$ cat src/rtl/matmul_engine.sv
// N x N unsigned matrix multiply: streams A and B from RAM, then computes one C element per cycle; done after 2N+2+N(N+1) cycles.
// No backpressure: RAM reads and writes are fire-and-forget; comp_enb is ignored while busy.
module matmul_engine #(
  parameter int N  = 4,
  parameter int EW = 16,
  parameter int AW = 16,
  parameter int DW = N * EW
) (
  input  logic          clk,
  input  logic          rst,
  input  logic          comp_enb,
  input  logic [AW-1:0] a_base,
  input  logic [AW-1:0] b_base,
  input  logic [AW-1:0] res_base,
  input  logic          b_trans,
  input  logic          sat_en,
  output logic [AW-1:0] mem_addr,
  input  logic [DW-1:0] mem_data,
  output logic          mem_read_enb,
  output logic          mem_write_enb,
  output logic [AW-1:0] res_addr,
  output logic [DW-1:0] res_data,
  output logic          busyb,
  output logic          done
);

  localparam int IW = $clog2(N);
  localparam int CW = $clog2(2 * N + 2);
  localparam int PW = 2 * EW;
  localparam int SW = 2 * EW + $clog2(N);

  typedef enum logic [2:0] {S_IDLE, S_LOAD, S_COMP, S_WRITE, S_DONE} state_t;

  state_t                      r_state;
  logic [CW-1:0]               r_cnt;
  logic [IW-1:0]               r_i;
  logic [IW-1:0]               r_j;
  logic [AW-1:0]               r_a_base;
  logic [AW-1:0]               r_b_base;
  logic [AW-1:0]               r_res_base;
  logic                        r_b_trans;
  logic                        r_sat_en;
  logic [N-1:0][N-1:0][EW-1:0] r_a;
  logic [N-1:0][N-1:0][EW-1:0] r_b;
  logic [N-1:0][EW-1:0]        r_row;
  logic [AW-1:0]               r_mem_addr;
  logic [AW-1:0]               r_res_addr;
  logic                        r_rd;
  logic                        r_wr;
  logic                        r_busyb;
  logic                        r_done;

  logic [CW-1:0]        w_nc;
  logic [CW-1:0]        w_cm1;
  logic [IW-1:0]        w_bidx;
  logic [N-1:0][PW-1:0] w_prod;
  logic [N:0][SW-1:0]   w_acc;
  logic [SW-1:0]        w_sum;
  logic [EW-1:0]        w_elem;

  assign w_nc   = r_cnt + CW'(1);
  assign w_cm1  = r_cnt - CW'(1);
  assign w_bidx = w_cm1[IW-1:0] - IW'(N);

  // Column j of B is either element j of every word, or every element of word j.
  assign w_acc[0] = '0;
  for (genvar k = 0; k < N; k++) begin : g_dot
    assign w_prod[k]  = PW'(r_a[r_i][k]) * PW'(r_b_trans ? r_b[r_j][k] : r_b[k][r_j]);
    assign w_acc[k+1] = w_acc[k] + SW'(w_prod[k]);
  end

  assign w_sum  = w_acc[N];
  assign w_elem = (r_sat_en && (|w_sum[SW-1:EW])) ? {EW{1'b1}} : w_sum[EW-1:0];

  // LOAD cycle c captures the word requested in cycle c-1.
  always_ff @(posedge clk) begin
    if (r_state == S_LOAD && r_cnt != '0) begin
      if (w_cm1 < CW'(N)) r_a[w_cm1[IW-1:0]] <= mem_data;
      else                r_b[w_bidx]        <= mem_data;
    end
  end

  always_ff @(posedge clk or posedge rst) begin
    if (rst) begin
      r_state    <= S_IDLE;
      r_cnt      <= '0;
      r_i        <= '0;
      r_j        <= '0;
      r_a_base   <= '0;
      r_b_base   <= '0;
      r_res_base <= '0;
      r_b_trans  <= 1'b0;
      r_sat_en   <= 1'b0;
      r_row      <= '0;
      r_mem_addr <= '0;
      r_res_addr <= '0;
      r_rd       <= 1'b0;
      r_wr       <= 1'b0;
      r_busyb    <= 1'b1;
      r_done     <= 1'b0;
    end else begin
      case (r_state)
        S_IDLE: begin
          if (comp_enb) begin
            r_a_base   <= a_base;
            r_b_base   <= b_base;
            r_res_base <= res_base;
            r_b_trans  <= b_trans;
            r_sat_en   <= sat_en;
            r_mem_addr <= a_base;
            r_rd       <= 1'b1;
            r_busyb    <= 1'b0;
            r_cnt      <= '0;
            r_state    <= S_LOAD;
          end
        end
        S_LOAD: begin
          r_cnt <= w_nc;
          if (w_nc < CW'(N)) begin
            r_rd       <= 1'b1;
            r_mem_addr <= r_a_base + AW'(w_nc);
          end else if (w_nc < CW'(2 * N)) begin
            r_rd       <= 1'b1;
            r_mem_addr <= r_b_base + AW'(w_nc - CW'(N));
          end else begin
            r_rd <= 1'b0;
          end
          if (r_cnt == CW'(2 * N)) begin
            r_i     <= '0;
            r_j     <= '0;
            r_state <= S_COMP;
          end
        end
        S_COMP: begin
          r_row[r_j] <= w_elem;
          if (r_j == IW'(N - 1)) begin
            r_wr       <= 1'b1;
            r_res_addr <= r_res_base + AW'(r_i);
            r_state    <= S_WRITE;
          end else begin
            r_j <= r_j + IW'(1);
          end
        end
        S_WRITE: begin
          r_wr <= 1'b0;
          if (r_i == IW'(N - 1)) begin
            r_done  <= 1'b1;
            r_state <= S_DONE;
          end else begin
            r_i     <= r_i + IW'(1);
            r_j     <= '0;
            r_state <= S_COMP;
          end
        end
        S_DONE: begin
          r_done  <= 1'b0;
          r_busyb <= 1'b1;
          r_state <= S_IDLE;
        end
        default: r_state <= S_IDLE;
      endcase
    end
  end

  assign mem_addr      = r_mem_addr;
  assign mem_read_enb  = r_rd;
  assign mem_write_enb = r_wr;
  assign res_addr      = r_res_addr;
  assign res_data      = r_row;
  assign busyb         = r_busyb;
  assign done          = r_done;

endmodule

$ cat config.mk
export PLATFORM = sky130hd
export DESIGN_NAME = matmul_engine
export DESIGN_NICKNAME = d
export VERILOG_FILES = /design/src/rtl/matmul_engine.sv
export SDC_FILE = /design/constraint.sdc
export NUM_CORES = 2
export LEC_CHECK = 0
export BUFFER_PORTS_ARGS = -buffer_cell sky130_fd_sc_hd__buf_4
export CAP_MARGIN = 30
export CORE_MARGIN = 2
export CORE_UTILIZATION = 52
export CTS_BUF_LIST = sky130_fd_sc_hd__clkbuf_2
export CTS_CLUSTER_SIZE = 28
export DETAILED_ROUTE_END_ITERATION = 7
export GPL_ROUTABILITY_DRIVEN = 0
export GPL_TIMING_DRIVEN = 0
export PLACE_DENSITY = 0.79
export SLEW_MARGIN = 5
export SYNTH_ARGS = -nofsm -noshare
export SYNTH_HDL_FRONTEND = slang
export SYNTH_SLANG_ARGS = --single-unit
export TNS_END_PERCENT = 50
$ cat constraint.sdc
create_clock -name clk -period 13.9 [get_ports clk]
set_clock_uncertainty 0.1 [all_clocks]
set_input_delay 1.39 -clock clk [delete_from_list [all_inputs] [get_ports clk]]
set_output_delay 1.39 -clock clk [all_outputs]
set_load 0.01 [all_outputs]
==> flow_summary.toml <==
[status]
outcome = "complete, but fails checks"
violations = "design-rule violations"

[layout]
mostFrequentLayoutCells = "1,001 x inv_1, 967 x fa_1, 830 x nor2_1, 512 x edfxtp_1, 455 x nand2_1"
fin_area_um2 = 69830
drive_above_1_share_pct = 14.19
syn_to_final_growth_pct = 10.53
fin_nets = 7763
layout_commonest_cell = "inv_1"

[critical_path]
timing.rr.end = "res_data[8]"
cp.arrival_ns = 14.54
max_stage_delay_ns = 0.71
crit_top_cell = "fa_1"
rr_worst_depth = 35
critical_path_class = "flip-flop to flip-flop"
worstSetupStartpointType = "flip-flop"
r2r-start = "r_i[1]"
rrSetupSlack_ns = 0.45
cp_data_required_time_ns = 14.99
critPathMaxFanout = 10
slowest_stage = "o41ai_4"
worstSetupEndpointType = "flip-flop"

[detailed_routing]
drt_first_pass_iters = 8
wl_met1_mm = 63.46
vias_per_cell = 5.891
highest_layer = "met5"
drc = 1
wire_per_inst_um = 24.05
vias = 47260
first_iter_violations = 5675
routed_wl_mm = 192.9
postRouteAntennaNets = 0
wl_met3_mm = 26.00
wl_met2_mm = 87.78

[floorplanning]
initial_core_util_pct = 52.52
dieArea_um2 = 124300
std_cell_rows = 127
die_w_um = 352.6
dieHeight_um = 352.6
ios = 217
core_area_um2 = 120300

[sta]
hold_viol = 0
rsz0062_at_grt = "false"
max_freq_mhz = 74.35
tightestPinTransition_ns = 1.091
period_share_pct = 96.76
final_max_slew_viol_count = 0
maxSlewHeadroom_pct = 26.75
hold_ws_ns = 0.1577
fin_crit_ns = 13.45
setup_violations = 0
tns_ns = 0

[run]
drv_cap = 0

[clock_tree]
htree_num_levels = 4
cts.sinks = 673
root_buffer = "clkbuf_2"
numCtsBuffers = 153
path_clk_slew_ns = 0.11
cts_tree = "yes"
clockBufferDepth = 3
cts_setup_buffers = 0
clock_latency_ns = 1.33

[min_path]
whs_endpoint = "r_b[102]"
min_from = "mem_data[38]"
hold_depth = 1
min_path_type = "input pin to flip-flop"

[synth]
syn-num-nets = 7269
ys_seq_elements = 673
synth_edf_count = 512
syn_inst = 5794
synthArstFlopShare_pct = 23.92
yosysWarnings = 0
syn_area_um2 = 63180
ys_types = 76
synthFlopType = "edfxtp_1"
syn_avg_cell_area_um2 = 10.90
seq_area_frac_synth_pct = 30.71

[global_routing]
grt_overflow = 0
grt_pass1_wl_mm = 291.2
grt_max_degree = 104
grt_pass1_vias = 49480
antenna_found_initial = 10
grt_use_total_pct = 31.29

[placement]
placed_cell_area_um2 = 68090
io_buffers = 216
dp_hpwl_mm = 157.8
-- timing repair --
action	CTS	global route
hold buffers	1	0
endpoints found under the setup margin	64	64
hold endpoints to repair	51	0
resized for setup	13	26
-- routing by layer --
metal | GRT usage (%) | up-vias
li1 | - | 19520
met3 | 10.18 | 865
met4 | 21.27 | 6
met1 | 37.36 | 23440
met5 | 0 | -
met2 | 48.36 | 3423
-- through the flow --
step	instances	util [%]	worst slack, ns
after detailed placement	7726	56.60	-0.5501
after global routing	8017	58.04	0.1607
final	8023	58.06	0.4502
after global placement	7622	55.55	-0.6653
after floorplan	5794	-	2.662
after CTS	7994	57.84	0.02390
-- flip-flops by register name (all words and copies together), names as in the netlist, 2 cells and up --
| name | flops |
|---|---|
| mem_addr | 16 |
| r_i | 2 |
| r_b | 256 |
| r_state | 3 |
| res_addr | 16 |
| r_j | 2 |
| r_a_base | 16 |
| res_data | 64 |
| r_res_base | 16 |
| r_b_base | 16 |
| r_cnt | 4 |
| r_a | 256 |
-- synthesized netlist by cell type, drive strengths merged (11+ instances only) --
cell type	n	area [µm²]
nand2	455	1708
nor2b	39	244.0
inv	1004	3769
a21oi	99	495.5
and3	23	143.9
nand2b	129	807.0
and2	14	87.59
mux2i	145	1451
o31ai	14	105.1
ha	391	4892
nor3	18	90.09
edfxtp	512	15370
dfrtp	160	4004
fa	967	19360
xor2	30	262.8
or2	112	700.7
mux2	69	777.0
buf	55	259.0
o21a	25	187.7
mux4	65	1464
xnor2	33	289.0
a21o	25	187.7
a211oi	46	345.3
a22oi	11	82.58
o211ai	59	442.9
nor2	830	3115
o21ai	149	745.7
clkbuf	187	703.2
nand3	23	115.1
nand4	12	75.07
-- logic make-up after synthesis --
family          count (synthesis)  synth area share (%)
fa+ha+maj                    1358                 38.38
xor+xnor                       63                0.8733
compound gates                499                 5.173
simple gates                 1676                 11.53
mux                           279                 5.844
flops                         673                 30.71
buf+inv                      1246                 7.488
-- final cells by class --
type,instances,area (µm²)
clock inverters,57,381.6
diodes,11,27.53
well taps,1612,2017
inverters,1004,3776
clock buffers,210,1051
flip-flops and latches,673,19400
fillers,9586,50450
repair buffers,341,2990
plain buffers,240,973.4
multi-input cells,3875,39210
-- worst max path at each step --
stage | endpoint | slack, ns | start | cells after the start
after floorplan | res_data[63] | 2.66 | r_j[0] | 38
after global placement | res_data[47] | -0.67 | r_j[0] | 37
after global routing | res_data[47] | 0.16 | r_i[1] | 35
after CTS | res_data[47] | 0.02 | r_j[0] | 36
after detailed placement | res_data[47] | -0.55 | r_j[0] | 36
final | res_data[8] | 0.45 | r_i[1] | 35
-- worst max-delay path, delay by kind of cell (launching register included) --
| kind | cells | cell delay, ns |
|---|---|---|
| compound gates | 3 | 1.28 |
| fa+ha+maj | 11 | 5.44 |
| buf+inv | 11 | 3.36 |
| flops | 1 | 0.54 |
| mux | 1 | 0.26 |
| simple gates | 9 | 2.37 |
Power is left out: the tool's default activity adds up to more than one toggle a clock period on the data nets, which glitch-free logic cannot reach.
